## config.mk

```make
export PLATFORM = sky130hd
export DESIGN_NAME = reg_write_arbiter
export DESIGN_NICKNAME = d
export VERILOG_FILES = /design/src/rtl/reg_write_pkg.sv /design/src/rtl/reg_write_arbiter_rr.sv /design/src/rtl/reg_write_arbiter.sv
export SDC_FILE = /design/constraint.sdc
export NUM_CORES = 1
export LEC_CHECK = 0
export CAP_MARGIN = 20
export CORE_AREA = 2 2 114 116
export DETAILED_ROUTE_END_ITERATION = 6
export DIE_AREA = 0 0 116 118
export GPL_ROUTABILITY_DRIVEN = 0
export PLACE_DENSITY = 0.71
export SETUP_SLACK_MARGIN = 0.5
export SLEW_MARGIN = 20
export SYNTH_ARGS = -nofsm -noshare
export SYNTH_HDL_FRONTEND = slang
export SYNTH_SLANG_ARGS = --single-unit
```

## constraint.sdc

```tcl
create_clock -name clk -period 3.6 [get_ports clk]
set_input_delay 0.54 -clock clk [delete_from_list [all_inputs] [get_ports clk]]
set_output_delay 0.54 -clock clk [all_outputs]
set_load 0.02 [all_outputs]
```

## src/rtl/reg_write_pkg.sv

```systemverilog
// ---------------------------------------------------------------------------
// reg_write_pkg
// Shared constants and types for the register-file write arbiter.
//   AW            : default register address width
//   DW            : default register data width
//   NREQ_DEFAULT  : default number of writeback requesters
//   wr_stage_t    : one write-stage entry {valid, address, data}
//   idx_t(n)      : width of an index able to address n requesters
// ---------------------------------------------------------------------------
package reg_write_pkg;

  localparam int AW           = 5;
  localparam int DW           = 32;
  localparam int NREQ_DEFAULT = 3;

  typedef struct packed {
    logic          v;
    logic [AW-1:0] addr;
    logic [DW-1:0] data;
  } wr_stage_t;

  // A single requester still needs a 1-bit index, hence the floor of 1.
  function automatic int idx_t(input int n);
    return (n > 1) ? $clog2(n) : 1;
  endfunction

endpackage

```

## src/rtl/reg_write_arbiter_rr.sv

```systemverilog
// ---------------------------------------------------------------------------
// rr_arbiter
// Round-robin arbiter with a registered priority pointer.
//   clk      : clock, rising edge
//   reset    : asynchronous, active-low; pointer returns to NREQ-1 so that
//              requester 0 has first priority, and grants are held off
//   valid    : request vector
//   advance  : a grant was consumed this cycle; pointer moves to the winner
//   grant    : one-hot grant (combinational), never set for an idle request
//   grantIdx : binary index of the granted requester
// ---------------------------------------------------------------------------
module rr_arbiter
  import reg_write_pkg::*;
#(
  parameter int  NREQ = NREQ_DEFAULT,
  localparam int IW   = idx_t(NREQ)
) (
  input  logic            clk,
  input  logic            reset,
  input  logic [NREQ-1:0] valid,
  input  logic            advance,
  output logic [NREQ-1:0] grant,
  output logic [IW-1:0]   grantIdx
);

  logic [IW-1:0]   ptrReg;
  logic [NREQ-1:0] hiMask;
  logic [NREQ-1:0] hiValid;
  logic [NREQ-1:0] pick;
  logic [NREQ-1:0] grantRaw;
  logic [IW-1:0]   idxChain [NREQ+1];

  genvar gi;

  // Searching from ptr+1 with wrap-around is the same as: prefer the lowest
  // valid index above ptr, otherwise the lowest valid index overall.
  generate
    for (gi = 0; gi < NREQ; gi++) begin : g_mask
      assign hiMask[gi] = (gi > int'(ptrReg));
    end
  endgenerate

  assign hiValid  = valid & hiMask;
  assign pick     = (|hiValid) ? hiValid : valid;
  // Isolate the lowest set bit of the chosen request set.
  assign grantRaw = pick & ~(pick - 1'b1);

  // One-hot to binary via an OR chain; at most one term is non-zero.
  assign idxChain[0] = '0;
  generate
    for (gi = 0; gi < NREQ; gi++) begin : g_enc
      assign idxChain[gi+1] = idxChain[gi] | (grantRaw[gi] ? IW'(gi) : '0);
    end
  endgenerate

  // Grants are suppressed while reset is held so nothing is consumed then.
  assign grant    = reset ? grantRaw : '0;
  assign grantIdx = reset ? idxChain[NREQ] : '0;

  always_ff @(posedge clk or negedge reset) begin
    if (!reset) begin
      ptrReg <= IW'(NREQ - 1);
    end else if (advance) begin
      ptrReg <= grantIdx;
    end
  end

endmodule

```

## src/rtl/reg_write_arbiter.sv

```systemverilog
// ---------------------------------------------------------------------------
// reg_write_arbiter
// Shares the register file's single write port between NREQ writeback
// sources (ALU, load, mult/div). A round-robin arbiter picks one request per
// cycle; the winner is captured in a one-entry write stage that drives the
// regFile write port on the following cycle. Rs/Rt read data is forwarded
// from that stage so a write still in flight is visible to readers.
//
// Ports
//   clk, reset         : clock (rising edge), async active-low reset
//   req_valid/ready    : per-requester handshake, ready is one-hot
//   req_addr, req_data : packed per-requester payload, slice i per requester
//   regWriteEn/Addr/Data : registered regFile write port
//   RsAddr, RtAddr     : read addresses going to the regFile
//   RsData_rf, RtData_rf : raw regFile read data
//   RsData, RtData     : read data after forwarding from the write stage
// ---------------------------------------------------------------------------
module reg_write_arbiter #(
  parameter int NREQ = reg_write_pkg::NREQ_DEFAULT,
  parameter int DW   = reg_write_pkg::DW,
  parameter int AW   = reg_write_pkg::AW
) (
  input  logic             clk,
  input  logic             reset,
  input  logic [NREQ-1:0]  req_valid,
  output logic [NREQ-1:0]  req_ready,
  input  logic [NREQ*AW-1:0] req_addr,
  input  logic [NREQ*DW-1:0] req_data,
  output logic             regWriteEn,
  output logic [AW-1:0]    regWriteAddr,
  output logic [DW-1:0]    regWriteData,
  input  logic [AW-1:0]    RsAddr,
  input  logic [AW-1:0]    RtAddr,
  input  logic [DW-1:0]    RsData_rf,
  input  logic [DW-1:0]    RtData_rf,
  output logic [DW-1:0]    RsData,
  output logic [DW-1:0]    RtData
);

  import reg_write_pkg::*;

  localparam int IW = idx_t(NREQ);

  typedef struct packed {
    logic          v;
    logic [AW-1:0] addr;
    logic [DW-1:0] data;
  } stage_t;

  logic [NREQ-1:0] grant;
  logic [IW-1:0]   grantIdx;
  logic            xfer;
  logic [AW-1:0]   addrArr [NREQ];
  logic [DW-1:0]   dataArr [NREQ];
  logic [AW-1:0]   selAddr;
  logic [DW-1:0]   selData;
  stage_t          stageReg;
  logic            rsHit;
  logic            rtHit;

  genvar gi;

  // -------------------------------------------------------------------------
  // Arbitration
  // -------------------------------------------------------------------------
  rr_arbiter #(
    .NREQ (NREQ)
  ) u_arb (
    .clk      (clk),
    .reset    (reset),
    .valid    (req_valid),
    .advance  (xfer),
    .grant    (grant),
    .grantIdx (grantIdx)
  );

  assign req_ready = grant;
  // Grant is already qualified by valid; the AND keeps the transfer
  // definition explicit in terms of the handshake.
  assign xfer      = |(req_valid & grant);

  // -------------------------------------------------------------------------
  // Payload mux
  // -------------------------------------------------------------------------
  generate
    for (gi = 0; gi < NREQ; gi++) begin : g_unpack
      assign addrArr[gi] = req_addr[gi*AW +: AW];
      assign dataArr[gi] = req_data[gi*DW +: DW];
    end
  endgenerate

  assign selAddr = addrArr[grantIdx];
  assign selData = dataArr[grantIdx];

  // -------------------------------------------------------------------------
  // Write stage: reloads every cycle because the write port never stalls.
  // A write to $0 is consumed but leaves the stage invalid; address and data
  // hold whenever nothing new is written so the port outputs stay quiet.
  // -------------------------------------------------------------------------
  always_ff @(posedge clk or negedge reset) begin
    if (!reset) begin
      stageReg <= '0;
    end else if (xfer && (selAddr != '0)) begin
      stageReg <= {1'b1, selAddr, selData};
    end else begin
      stageReg.v <= 1'b0;
    end
  end

  assign regWriteEn   = stageReg.v;
  assign regWriteAddr = stageReg.addr;
  assign regWriteData = stageReg.data;

  // -------------------------------------------------------------------------
  // Read forwarding: the staged write reaches the regFile at the next edge,
  // so during the strobe cycle the stage holds the newest value. $0 is never
  // forwarded.
  // -------------------------------------------------------------------------
  assign rsHit  = stageReg.v && (stageReg.addr == RsAddr) && (RsAddr != '0);
  assign rtHit  = stageReg.v && (stageReg.addr == RtAddr) && (RtAddr != '0);
  assign RsData = rsHit ? stageReg.data : RsData_rf;
  assign RtData = rtHit ? stageReg.data : RtData_rf;

endmodule
```

# Word level (Yosys, flattened, before mapping)

Index checks and enable logic that the tools add are counted.

Add/sub/neg operators: 1
Magnitude comparators: 3
Equal/unequal tests: 2
Muxes and demuxes: 14
Bitwise operators: 6
Reduce and logical (&&, ||, !) cells: 10

Operators by type and width:

| operator                                                      | number |
|---|---|
| 2-to-1 mux 32 bit                                             | 4 |
| binary-select mux 32 bit (select 2 bit)                       | 1 |
| nonzero test 5 bit                                            | 3 |
| binary-select mux 5 bit (select 2 bit)                        | 1 |
| equality test 5 bit                                           | 2 |
| 2-to-1 mux 5 bit                                              | 2 |
| AND 3 bit                                                     | 3 |
| 2-to-1 mux 3 bit                                              | 2 |
| OR reduction 3 bit                                            | 2 |
| logical AND 1 bit                                             | 5 |
| 2-to-1 mux 2 bit                                              | 2 |
| greater-or-equal comparator 3 bit (second input constant)     | 1 |
| inverter 2 -> 3 bit                                           | 1 |
| inverter 3 bit                                                | 1 |
| subtractor 3 x 1 -> 3 bit (second input constant)             | 1 |
| greater-than comparator 1 x 2 -> 1 bit (first input constant) | 1 |
| greater-than comparator 2 bit (first input constant)          | 1 |
| 2-to-1 mux 1 bit                                              | 2 |
| bitwise OR 2 bit                                              | 1 |

Register bits after elaboration: 40
Input port bits: 190

# Logic depth before layout (Yosys ltp)

Depth after elaboration: 17
Mapped depth: 9

# Hierarchy

Synthesis repeated with hierarchy kept, for this count alone.

Cell total of the unflattened synthesis: 321
Area, all modules: 3448.3 sq um

By module, submodules not included:

| module            | times used | cells each | area each (sq um) |
|---|---|---|---|
| reg_write_arbiter | 1          | 300        | 3248.1 |
| rr_arbiter        | 1          | 21         | 200.2 |

# Worst setup path after synthesis

Ideal clock, no wire load.

Path kind: reg2out
Start: register stageReg (netlist bit regWriteAddr[2])
End: output RsData[10]
Data arrival time: 2140 ps
Required time: 3060 ps
Setup slack: 920 ps
Cell stages (with the launch flop): 9
Cell sequence: dfrtp_1 -> nor4_1 -> nor3_1 -> a21oi_1 -> nor4_1 -> and3_1 -> clkbuf_1 -> buf_1 -> mux2_2

Word-level cells in the longest chain between the ends: 4

Ends and longest elaborated chain:

| element                         | RTL line                 | RTL |
|---|---|---|
| from (decl)                     | reg_write_arbiter.sv:57  | `stage_t stageReg;` |
| from (signal assigned)          | reg_write_arbiter.sv:104 | `stageReg <= {1'b1, selAddr, selData};` |
| equality test 5 bit             | reg_write_arbiter.sv:119 | `assign rsHit = stageReg.v && (stageReg.addr == RsAddr) && (RsAddr != '0);` |
| logical AND 1 bit (2 in series) | reg_write_arbiter.sv:119 |  |
| 2-to-1 mux 32 bit               | reg_write_arbiter.sv:121 | `assign RsData = rsHit ? stageReg.data : RsData_rf;` |
| to (decl)                       | reg_write_arbiter.sv:36  | `output logic [DW-1:0] RsData,` |

No other way between the ends.

# Final worst setup path

Start: register stageReg (netlist bit regWriteAddr[2])
End: output RsData[7]

The elaborated chain is that of the path after synthesis.

==> flow_summary_export.csv <==
group,metric,value,unit
outcome,status,"finished clean",
clock_tree,cts.sinks,40,
logic_synthesis,yosys.area.top_type,"dfrtp_1",
grt,grt_usage,0.197,
logic_synthesis,synthAdderAreaFrac,0,
detailed_routing,via_per_inst,4.82,
logic_synthesis,synth_compound_area_frac,0.133,
timing,fin_crit,2.99,ns
logic_synthesis,synthXorXnorAreaFrac,0.0208,
detailed_routing,num_vias,3975,
logic_synthesis,syn-num-nets,546,
finish,final_nets,842,
run,cap_violations,0,
die,ioPinCount,295,
timing,finalCritPeriodShare,0.831,
clock_tree,clk_pin_slew,0.06,ns
clock_tree,cts_tree,"done",
detailed_routing,drc,0,
power,power.density,341,mW/mm²
worst_setup_path,crit_path_end_kind,"output pin",
timing,final_hold_viol_count,0,
worst_setup_path,critPathLaunchType,"register",
worst_setup_path,critPathBufInv,4,
power,vdd_drop_max,173,µV
grt,grt_antenna_before_repair,0,
logic_synthesis,yosys.area_share.simple,0.147,
logic_synthesis,syn_area_per_cell,9.46,µm²
worst_setup_path,worstPathRequired,3.06,ns
logic_synthesis,synth_top_area_share,0.290,
logic_synthesis,ys_seq_area_frac,0.297,
power,p_clk_frac,0.195,
logic_synthesis,synth_seq_cells,40,
logic_synthesis,netlist_top_cells_area,"dfrtp_1 29%, mux2_2 24%, mux2_4 11%",
grt,met1_usage,0.225,
grt,grt_pass1_wl,21.2,mm
power,p_leak,2.82,nW
detailed_routing,wl,14.2,mm
grt,top_usage_layer,"met2",
logic_synthesis,ys_types,42,
power,intPower,1.49,mW
worst_setup_path,r2r_start,"u_arb.ptrReg[1]",
die,fp.dieArea,0.0137,mm²
grt,grt_max_degree,45,
die,fp.dieW,116,µm
logic_synthesis,synthFlopType,"dfrtp_1",
worst_setup_path,cpPeakStageDelay,0.45,ns
clock_tree,clockBufferDepth,2,
worst_setup_path,path_cells,"nor4_1 -> nor3_2 -> a21oi_1 -> nor4_1 -> and3_2 -> buf_4 -> buf_6 -> clkbuf_16 -> mux2_2 -> buf_2",
timing,tns,0,ns
timing,finalClockSkew,0.00152,ns
detailed_routing,first_pass_iters,4,
worst_setup_path,critPathLaunch,"regWriteAddr[2]",
timing,drv_slew,0,
timing,rsz0062_at_grt,"false",
clock_tree,cts_htree_levels,2,
die,start_util,0.271,
die,num_rows,41,
worst_setup_path,cp_data_arrival_time,2.45,ns
power,switching_share,0.347,
hold_path,hp-class,"input pin to async pin",
clock_tree,ctsRootBufferMaster,"clkbuf_16",
detailed_routing,ant_nets,0,
worst_setup_path,r2r_cells,8,
logic_synthesis,synth_top_family_by_area,"multiplexers",
clock_tree,numCtsBuffers,5,
worst_setup_path,cp.depth,10,
worst_setup_path,crit_family,"simple AND/OR/NAND/NOR gates",
worst_setup_path,worstPathMaxFanout,5,
logic_synthesis,netlist_instances,356,
power,power.switching,791,µW
timing,tightestPinTransition,0.569,ns
power,combPwrFrac,0.504,
finish,drive_gt1_frac,0.305,
worst_setup_path,path_class,"register to output pin",
logic_synthesis,synthArstFlopShare,1.00,
placement,dp_hpwl,10.9,mm
worst_setup_path,rrSetupSlack,1.02,ns
worst_setup_path,crit_top_cell,"nor4_1",
logic_synthesis,synthMuxAreaShare,0.355,
die,fp.coreArea,0.0124,mm²
power,seq_power_share,0.301,
grt,grt_pass1_vias,4102,
detailed_routing,routedWlPerCell,17.2,µm
die,die_h,118,µm
logic_synthesis,yosysWarnings,0,
timing,max-slew-margin-rel,0.621,
grt,grt_use_met2,0.361,
placement,port_buffers,294,
finish,syn2layout_area_growth,97.9,%
timing,timing.fmax,334,MHz
grt,grt_overflow,0,
logic_synthesis,netlist_area,0.00337,mm²
logic_synthesis,synth-edff-count,0,
worst_setup_path,slowest_stage,"dfrtp_1",
worst_setup_path,critPathCapture,"RsData[7]",
clock_tree,clk_latency,0.27,ns
power,power,2.28,mW
finish,fillers,1164,
timing,setup_viol,0,
worst_setup_path,reg2reg_to,"regWriteData[19]",
grt,met3_usage,0.0433,
finish,num_antenna_cells,0,
detailed_routing,first_iter_violations,195,
[logic make-up after synthesis]
group	count (synthesis)
AO/OA/AOI/OAI	61
XOR/XNOR	8
buffers and inverters	30
flip-flops	40
multiplexers	98
AND/OR/NAND/NOR	119
[sequential cells by signal, indices dropped and copies added (netlist names)]
name          flops
regWriteAddr      5
u_arb.ptrReg      2
regWriteData     32
regWriteEn        1
[power by group through the flow]
stage / sequential (mW) / clock, mW / combinational [mW]
finish: 0.685 / 0.444 / 1.15
global route: 0.703 / 0.480 / 1.21
CTS: 0.685 / 0.458 / 1.15
detailed placement: 0.690 / 0 / 1.17
global placement: 0.689 / 0 / 1.15
floorplan: 0.766 / 0 / 0.466
[cell type report]
| class | instances | area (µm²) | share of cell area |
|---|---|---|---|
| flip-flops and latches | 40 | 1000 | 0.150 |
| multi-input cells | 286 | 2230 | 0.334 |
| inverters | 3 | 11.3 | 0.00169 |
| well taps | 172 | 215 | 0.0323 |
| clock buffers | 8 | 146 | 0.0220 |
| repair buffers | 316 | 3070 | 0.460 |
[placed cells by master (no fill, tap or decap), types with 2 or more instances in the layout]
| cell | Yosys | routed |
|---|---|---|
| a21oi_1 | 2 | 2 |
| a222oi_1 | 3 | 3 |
| a22oi_1 | 3 | 3 |
| a31oi_1 | 32 | 32 |
| and3_2 | 0 | 2 |
| buf_12 | 2 | 6 |
| buf_2 | 3 | 38 |
| buf_4 | 0 | 14 |
| buf_6 | 0 | 2 |
| clkbuf_1 | 10 | 2 |
| clkbuf_16 | 0 | 6 |
| clkbuf_2 | 0 | 4 |
| clkdlybuf4s15_1 | 0 | 9 |
| clkdlybuf4s15_2 | 0 | 15 |
| clkdlybuf4s50_1 | 0 | 220 |
| dfrtp_1 | 39 | 38 |
| dlymetal6s2s_1 | 0 | 5 |
| inv_1 | 3 | 3 |
| mux2_2 | 71 | 71 |
| mux2_4 | 25 | 25 |
| mux2i_1 | 2 | 2 |
| nand2_1 | 68 | 68 |
| nand2_2 | 2 | 2 |
| nor2_1 | 34 | 34 |
| nor3_1 | 4 | 2 |
| nor3_2 | 0 | 2 |
| nor4_1 | 4 | 3 |
| o22ai_1 | 2 | 2 |
| o2bb2ai_1 | 7 | 7 |
| xnor2_1 | 2 | 2 |
| xor2_1 | 6 | 6 |
[cells in the mapped netlist, types with 4 or more instances]
library cell / n
mux2_2: 71
nand2_1: 68
dfrtp_1: 39
nor2_1: 34
a31oi_1: 32
mux2_4: 25
buf_1: 11
clkbuf_1: 10
o2bb2ai_1: 7
xor2_1: 6
nor3_1: 4
nor4_1: 4
[per-layer routing]
| metal | vias to the layer above | share of wire |
|---|---|---|
| li1 | 1884 | - |
| met1 | 1870 | 0.39 |
| met2 | 197 | 0.52 |
| met3 | 24 | 0.069 |
| met4 | 0 | 0.024 |
| met5 | - | 0 |
[worst min path at each step]
stage | from | cells after the start | slack (ns) | endpoint
6_report | reset | 2 | 0.39 | regWriteData[10]
3_3_place_gp | u_arb.ptrReg[1] | 2 | 0.52 | u_arb.ptrReg[1]
3_5_place_dp | u_arb.ptrReg[1] | 2 | 0.53 | u_arb.ptrReg[1]
4_1_cts | reset | 2 | 0.41 | regWriteData[10]
2_1_floorplan | reset | 0 | 0.24 | regWriteAddr[0]
5_1_grt | reset | 2 | 0.44 | regWriteData[10]
[repair_timing]
action	4_1_cts	5_1_grt
hold buffers	0	0
pin swaps	5	6
endpoints found under the hold margin	0	0
cloned	2	1
endpoints found under the setup margin	64	71
buffers inserted	6	0
gates resized for setup	223	27
[stage by stage]
step,utilization,worst slack [ns],hold slack [ns],instance area [µm²],std cells
detailed placement,0.527,0.0224,0.529,6540,808
floorplan,-,0.920,0.244,3370,356
global route,0.537,0.496,0.438,6670,825
global placement,0.527,0.131,0.522,6540,808
CTS,0.536,0.439,0.406,6650,824
finish,0.537,0.610,0.389,6670,825
Power figures use the tool's default switching activity.
